File: src/rtl/as2650_extbus_arb.sv
// Two-master round-robin arbiter and SRAM-style strobe sequencer for the external pad bus.
// Define EXTBUS_LOCK_EN to add m1_lock, which lets the debug master hold the bus across accesses.
module as2650_extbus_arb #(
  parameter int unsigned WAIT_STATES = 2
) (
  input  logic        wb_clk_i,
  input  logic        wb_rst_i,
  input  logic        m0_req,
  input  logic        m0_we,
  input  logic [14:0] m0_addr,
  input  logic [7:0]  m0_wdata,
  output logic        m0_gnt,
  output logic        m0_done,
  output logic [7:0]  m0_rdata,
  input  logic        m1_req,
  input  logic        m1_we,
  input  logic [14:0] m1_addr,
  input  logic [7:0]  m1_wdata,
  output logic        m1_gnt,
  output logic        m1_done,
  output logic [7:0]  m1_rdata,
`ifdef EXTBUS_LOCK_EN
  input  logic        m1_lock,
`endif
  output logic [14:0] pad_addr_o,
  output logic [7:0]  pad_data_o,
  input  logic [7:0]  pad_data_i,
  output logic [7:0]  pad_data_oeb,
  output logic        pad_ce_n,
  output logic        pad_oe_n,
  output logic        pad_we_n
);

  localparam logic [3:0] LP_WAIT = 4'(WAIT_STATES);

  typedef enum logic [1:0] {
    S_IDLE,
    S_SETUP,
    S_STROBE,
    S_HOLD
  } state_t;

  state_t      r_state;
  logic        r_last;
  logic        r_win;
  logic        r_we;
  logic [3:0]  r_cnt;
  logic        r_m0_gnt;
  logic        r_m1_gnt;
  logic        r_m0_done;
  logic        r_m1_done;
  logic [7:0]  r_m0_rdata;
  logic [7:0]  r_m1_rdata;
  logic [14:0] r_pad_addr;
  logic [7:0]  r_pad_data;
  logic [7:0]  r_pad_oeb;
  logic        r_ce_n;
  logic        r_oe_n;
  logic        r_we_n;

  logic        w_lock;
  logic        w_any;
  logic        w_pick_m1;
  logic        w_we;
  logic [14:0] w_addr;
  logic [7:0]  w_wdata;

  // r_last names the master served most recently; on a tie the other one wins.
  always_comb begin
`ifdef EXTBUS_LOCK_EN
    w_lock = m1_lock & r_last;
`else
    w_lock = 1'b0;
`endif
    w_any     = w_lock ? m1_req : (m0_req | m1_req);
    w_pick_m1 = w_lock | (m1_req & (~m0_req | ~r_last));
    w_we      = w_pick_m1 ? m1_we    : m0_we;
    w_addr    = w_pick_m1 ? m1_addr  : m0_addr;
    w_wdata   = w_pick_m1 ? m1_wdata : m0_wdata;
  end

  always_ff @(posedge wb_clk_i) begin
    if (wb_rst_i) begin
      r_state    <= S_IDLE;
      r_last     <= 1'b1;
      r_win      <= 1'b0;
      r_we       <= 1'b0;
      r_cnt      <= 4'd0;
      r_m0_gnt   <= 1'b0;
      r_m1_gnt   <= 1'b0;
      r_m0_done  <= 1'b0;
      r_m1_done  <= 1'b0;
      r_m0_rdata <= 8'h00;
      r_m1_rdata <= 8'h00;
      r_pad_addr <= 15'd0;
      r_pad_data <= 8'h00;
      r_pad_oeb  <= 8'hFF;
      r_ce_n     <= 1'b1;
      r_oe_n     <= 1'b1;
      r_we_n     <= 1'b1;
    end else begin
      r_m0_done <= 1'b0;
      r_m1_done <= 1'b0;
      case (r_state)
        S_IDLE: begin
          if (w_any) begin
            r_state    <= S_SETUP;
            r_win      <= w_pick_m1;
            r_last     <= w_pick_m1;
            r_we       <= w_we;
            r_m0_gnt   <= ~w_pick_m1;
            r_m1_gnt   <= w_pick_m1;
            r_pad_addr <= w_addr;
            r_ce_n     <= 1'b0;
            if (w_we) begin
              r_pad_data <= w_wdata;
              r_pad_oeb  <= 8'h00;
            end
          end
        end
        S_SETUP: begin
          r_state <= S_STROBE;
          r_cnt   <= LP_WAIT;
          if (r_we) r_we_n <= 1'b0;
          else      r_oe_n <= 1'b0;
        end
        S_STROBE: begin
          if (r_cnt == 4'd0) begin
            r_state   <= S_HOLD;
            r_oe_n    <= 1'b1;
            r_we_n    <= 1'b1;
            r_m0_done <= ~r_win;
            r_m1_done <= r_win;
            // Read data is sampled while OE is still low, on the edge that ends the strobe.
            if (!r_we) begin
              if (r_win) r_m1_rdata <= pad_data_i;
              else       r_m0_rdata <= pad_data_i;
            end
          end else begin
            r_cnt <= r_cnt - 4'd1;
          end
        end
        S_HOLD: begin
          r_state   <= S_IDLE;
          r_ce_n    <= 1'b1;
          r_pad_oeb <= 8'hFF;
          r_m0_gnt  <= 1'b0;
          r_m1_gnt  <= 1'b0;
        end
        default: r_state <= S_IDLE;
      endcase
    end
  end

  assign m0_gnt       = r_m0_gnt;
  assign m1_gnt       = r_m1_gnt;
  assign m0_done      = r_m0_done;
  assign m1_done      = r_m1_done;
  assign m0_rdata     = r_m0_rdata;
  assign m1_rdata     = r_m1_rdata;
  assign pad_addr_o   = r_pad_addr;
  assign pad_data_o   = r_pad_data;
  assign pad_data_oeb = r_pad_oeb;
  assign pad_ce_n     = r_ce_n;
  assign pad_oe_n     = r_oe_n;
  assign pad_we_n     = r_we_n;

endmodule

File: config.mk
export PLATFORM = sky130hd
export DESIGN_NAME = as2650_extbus_arb
export DESIGN_NICKNAME = d
export VERILOG_FILES = /design/src/rtl/as2650_extbus_arb.sv
export SDC_FILE = /design/constraint.sdc
export NUM_CORES = 1
export LEC_CHECK = 0
export ABC_AREA = 1
export CAP_MARGIN = 20
export CORE_MARGIN = 5
export CORE_UTILIZATION = 42
export DETAILED_ROUTE_END_ITERATION = 10
export GPL_ROUTABILITY_DRIVEN = 0
export GPL_TIMING_DRIVEN = 0
export PLACE_DENSITY = 0.8
export SLEW_MARGIN = 20
export SYNTH_ARGS = -nofsm -noshare
export SYNTH_HDL_FRONTEND = slang
export SYNTH_SLANG_ARGS = --single-unit
File: constraint.sdc
create_clock -name wb_clk_i -period 1.7 [get_ports wb_clk_i]
set_input_delay 0.51 -clock wb_clk_i [delete_from_list [all_inputs] [get_ports wb_clk_i]]
set_output_delay 0.51 -clock wb_clk_i [all_outputs]
set_load 0.005 [all_outputs]
==> qor.yml <==
route:
  postRouteAntennaNets: 0
  first_iter_violations: 89
  drc_errors: 0
  via_count: 2756
  wl_per_cell_um: 13.0
  first_pass_iters: 4
  drt-vias-per-instance: 4.82
  wirelength_um: 7420
min_path:
  hp-start: "pad_oe_n"
  hold_path_class: "register to register"
  holdPathStages: 2
  min_to: "pad_oe_n"
critical_path:
  crit_fanout: 2
  path_buf_inv: 1
  r2r_setup_slack_ns: 0.12
  endpoint_kind: "output port"
  cp_slowest_stage_delay_ns: 0.51
  worst_r2r_path_depth: 8
  cp-start-kind: "register"
  crit_family: "buffers and inverters"
  crit_chain: "clkdlybuf4s50_1"
  r2r_end: "m0_rdata[7]"
  cp_slowest_cell: "clkdlybuf4s50_1"
  worstSetupPathType: "register to output port"
  worstPathArrival_ns: 1.15
  worst_r2r_startpoint: "r_cnt[0]"
  required_ns: 1.19
synthesis:
  synth_area_per_cell_sq_um: 7.07
  syn-num-nets: 439
  synth_edf_count: 0
  synth_area_leaders: "dfxtp_1 (43%), nand2_1 (19%), nor2_1 (7.3%)"
  ys_warn_count: 0
  synth_flop_cell: "dfxtp_1"
  ys_seq_area_share_pct: 42.5
  async_flop_share_pct: 0
  syn_inst: 373
  synth_largest_area_cell: "dfxtp_1"
  ys_seq_elements: 56
  synth_top_area_share_pct: 42.5
  ys_types: 28
  syn_area_sq_mm: 0.00264
clock_tree:
  cts-buffers-inserted: 5
  clk_latency_ns: 0.31
  cts_sinks: 56
  clk_path_buf_depth: 2
  cts_hold_buf: 0
  path_clk_slew_ns: 0.10
  root_buffer: "clkbuf_8"
  cts_tree: "done"
  htreeDepth: 2
grt:
  grt_overflow: 0
  grt_pass1_wl_um: 11500
  grt_max_degree: 20
  grt_pass1_vias: 2579
  globalRouteTotalUtil_pct: 18.2
  antenna_found_initial: 0
cells_and_area:
  area_growth_pct: 54.1
  finalNetCount: 562
  drive_above_1_share_pct: 15.7
  fin_util_pct: 67.4
  diodes: 0
sta:
  period_minus_slack_ns: 1.66
  max_slew.worst_pin.slew_ns: 0.490
  slew_viol_final: 0
  finalSetupViolations: 0
  maxSlewHeadroom_pct: 67.3
  rsz0062_at_grt: "yes"
  clock_skew_ns: 0.00784
  setup_ws_ns: 0.0376
  hold_viol_final: 0
  post-route-period-util_pct: 97.8
  max_freq_ghz: 0.602
power_and_ir_drop:
  ir_drop_mv: 0.595
  p_leak_nw: 2.20
  power.density_mw_per_mm2: 1280
  p_total_mw: 5.21
floorplanning:
  ios: 114
  num_rows: 28
  core_area_sq_mm: 0.00603
  initial_utilization_pct: 43.8
  dieHeight_um: 89.2
  die_w_um: 89.2
  dieArea_sq_mm: 0.00796
placement:
  hpwlAfterDp_um: 5670
  io_buffers: 113
  preCtsSetupSlack_ns: -0.260
run_status:
  status: "finished, final reports clean"
run:
  drv_cap: 0
-- cell usage in the layout (no fill, tap or decap), types with 2 or more instances in the layout --
master             n
nand2_2            2
a21oi_1           12
buf_4             17
clkbuf_1           2
dlymetal6s2s_1    24
buf_6              3
clkbuf_2           3
a31oi_1           15
nand2_1          131
nor2_1            51
buf_2              6
inv_2              4
nor3_1             3
inv_1             28
dfxtp_2           23
clkbuf_8           5
o21ai_0           17
clkdlybuf4s50_1   72
dlygate4sd2_1     10
clkinvlp_4         2
ha_1               6
nand3_4            2
nand4_1            3
nand3_1           10
dfxtp_1           32
-- repair_timing --
item	in CTS	in global routing
pin swaps	0	3
buffers inserted	0	3
cloned	0	0
setup endpoints to repair	22	51
gates resized for setup	24	49
-- state kept, by name, indices dropped and copies added, names as in the netlist --
register,count
r_we,1
pad_data_o,8
m1_done,1
pad_we_n,1
r_last,1
pad_ce_n,1
r_win,1
m0_done,1
pad_oe_n,1
m1_rdata,8
r_state,2
r_cnt,4
pad_data_oeb,1
m0_rdata,8
pad_addr_o,15
m1_gnt,1
m0_gnt,1
-- kinds of logic (layout without fill, tap and decap cells) --
logic type                 after synthesis  count (layout)  share of synthesized area [%]
and+or+nand+nor                        209             209                           34.3
DFF                                     56              56                           42.5
buffers and inverters                   56             180                           10.7
AOI/OAI and AO/OA                       45              45                           9.35
adders and majority gates                6               6                           2.85
xor gates and xnor gates                 1               1                          0.332
-- routing by layer --
metal	share of wire [%]	global-route usage, %	up-vias	wire length (um)
met5	0	0	-	0
met4	2.7	6.63	0	197
met3	9.3	5.44	16	690
met2	48	30.9	102	3540
met1	40	21.7	1225	2990
li1	-	-	1413	-
-- per-stage QoR --
step / std cells / hold WS [ns] / TNS, ns / instance area, sq um
floorplan: 373 / 0.426 / 0 / 2640
global placement: 561 / 0.438 / -8.86 / 3860
detailed placement: 561 / 0.447 / -9.44 / 3860
CTS: 569 / 0.470 / 0 / 3940
global route: 572 / 0.497 / -0.0108 / 4060
finish: 572 / 0.454 / 0 / 4060
-- final cells by class --
type	instances	area, sq um
flip-flops and latches	56	1150
clock inverters	3	26.3
multi-input cells	261	1240
plain buffers	23	161
inverters	33	124
fillers	519	1960
repair buffers	116	1200
well taps	75	93.8
clock buffers	5	68.8
-- worst max path at each step --
stage               depth (start not counted)  slack, ns         endpoint          start
global route                                8     -0.009      m0_rdata[7]       r_cnt[0]
CTS                                         1     0.0008    pad_data_o[5]  pad_data_o[5]
finish                                      1       0.04    pad_data_o[0]  pad_data_o[0]
floorplan                                   9       0.31      m0_rdata[7]     r_state[0]
global placement                            7      -0.27  pad_data_oeb[6]         m1_req
detailed placement                          7      -0.26  pad_data_oeb[6]         m1_req
-- power by group --
part	total (mW)	leakage (nW)	switching (mW)	internal, mW
Clock	0.764	0.0423	0.463	0.301
Combinational	2.51	1.69	1.26	1.26
Sequential	1.93	0.469	0.214	1.71
Total	5.21	2.20	1.94	3.27
-- synth_stat cells, types with 4 or more instances --
library cell / instances
a21oi_1: 12
a31oi_1: 15
buf_2: 6
buf_4: 8
clkbuf_1: 5
dfxtp_1: 56
ha_1: 6
inv_1: 28
inv_2: 4
nand2_1: 131
nand3_1: 10
nor2_1: 51
o21ai_0: 17
Note: power is estimated with default switching activity, not from simulation.
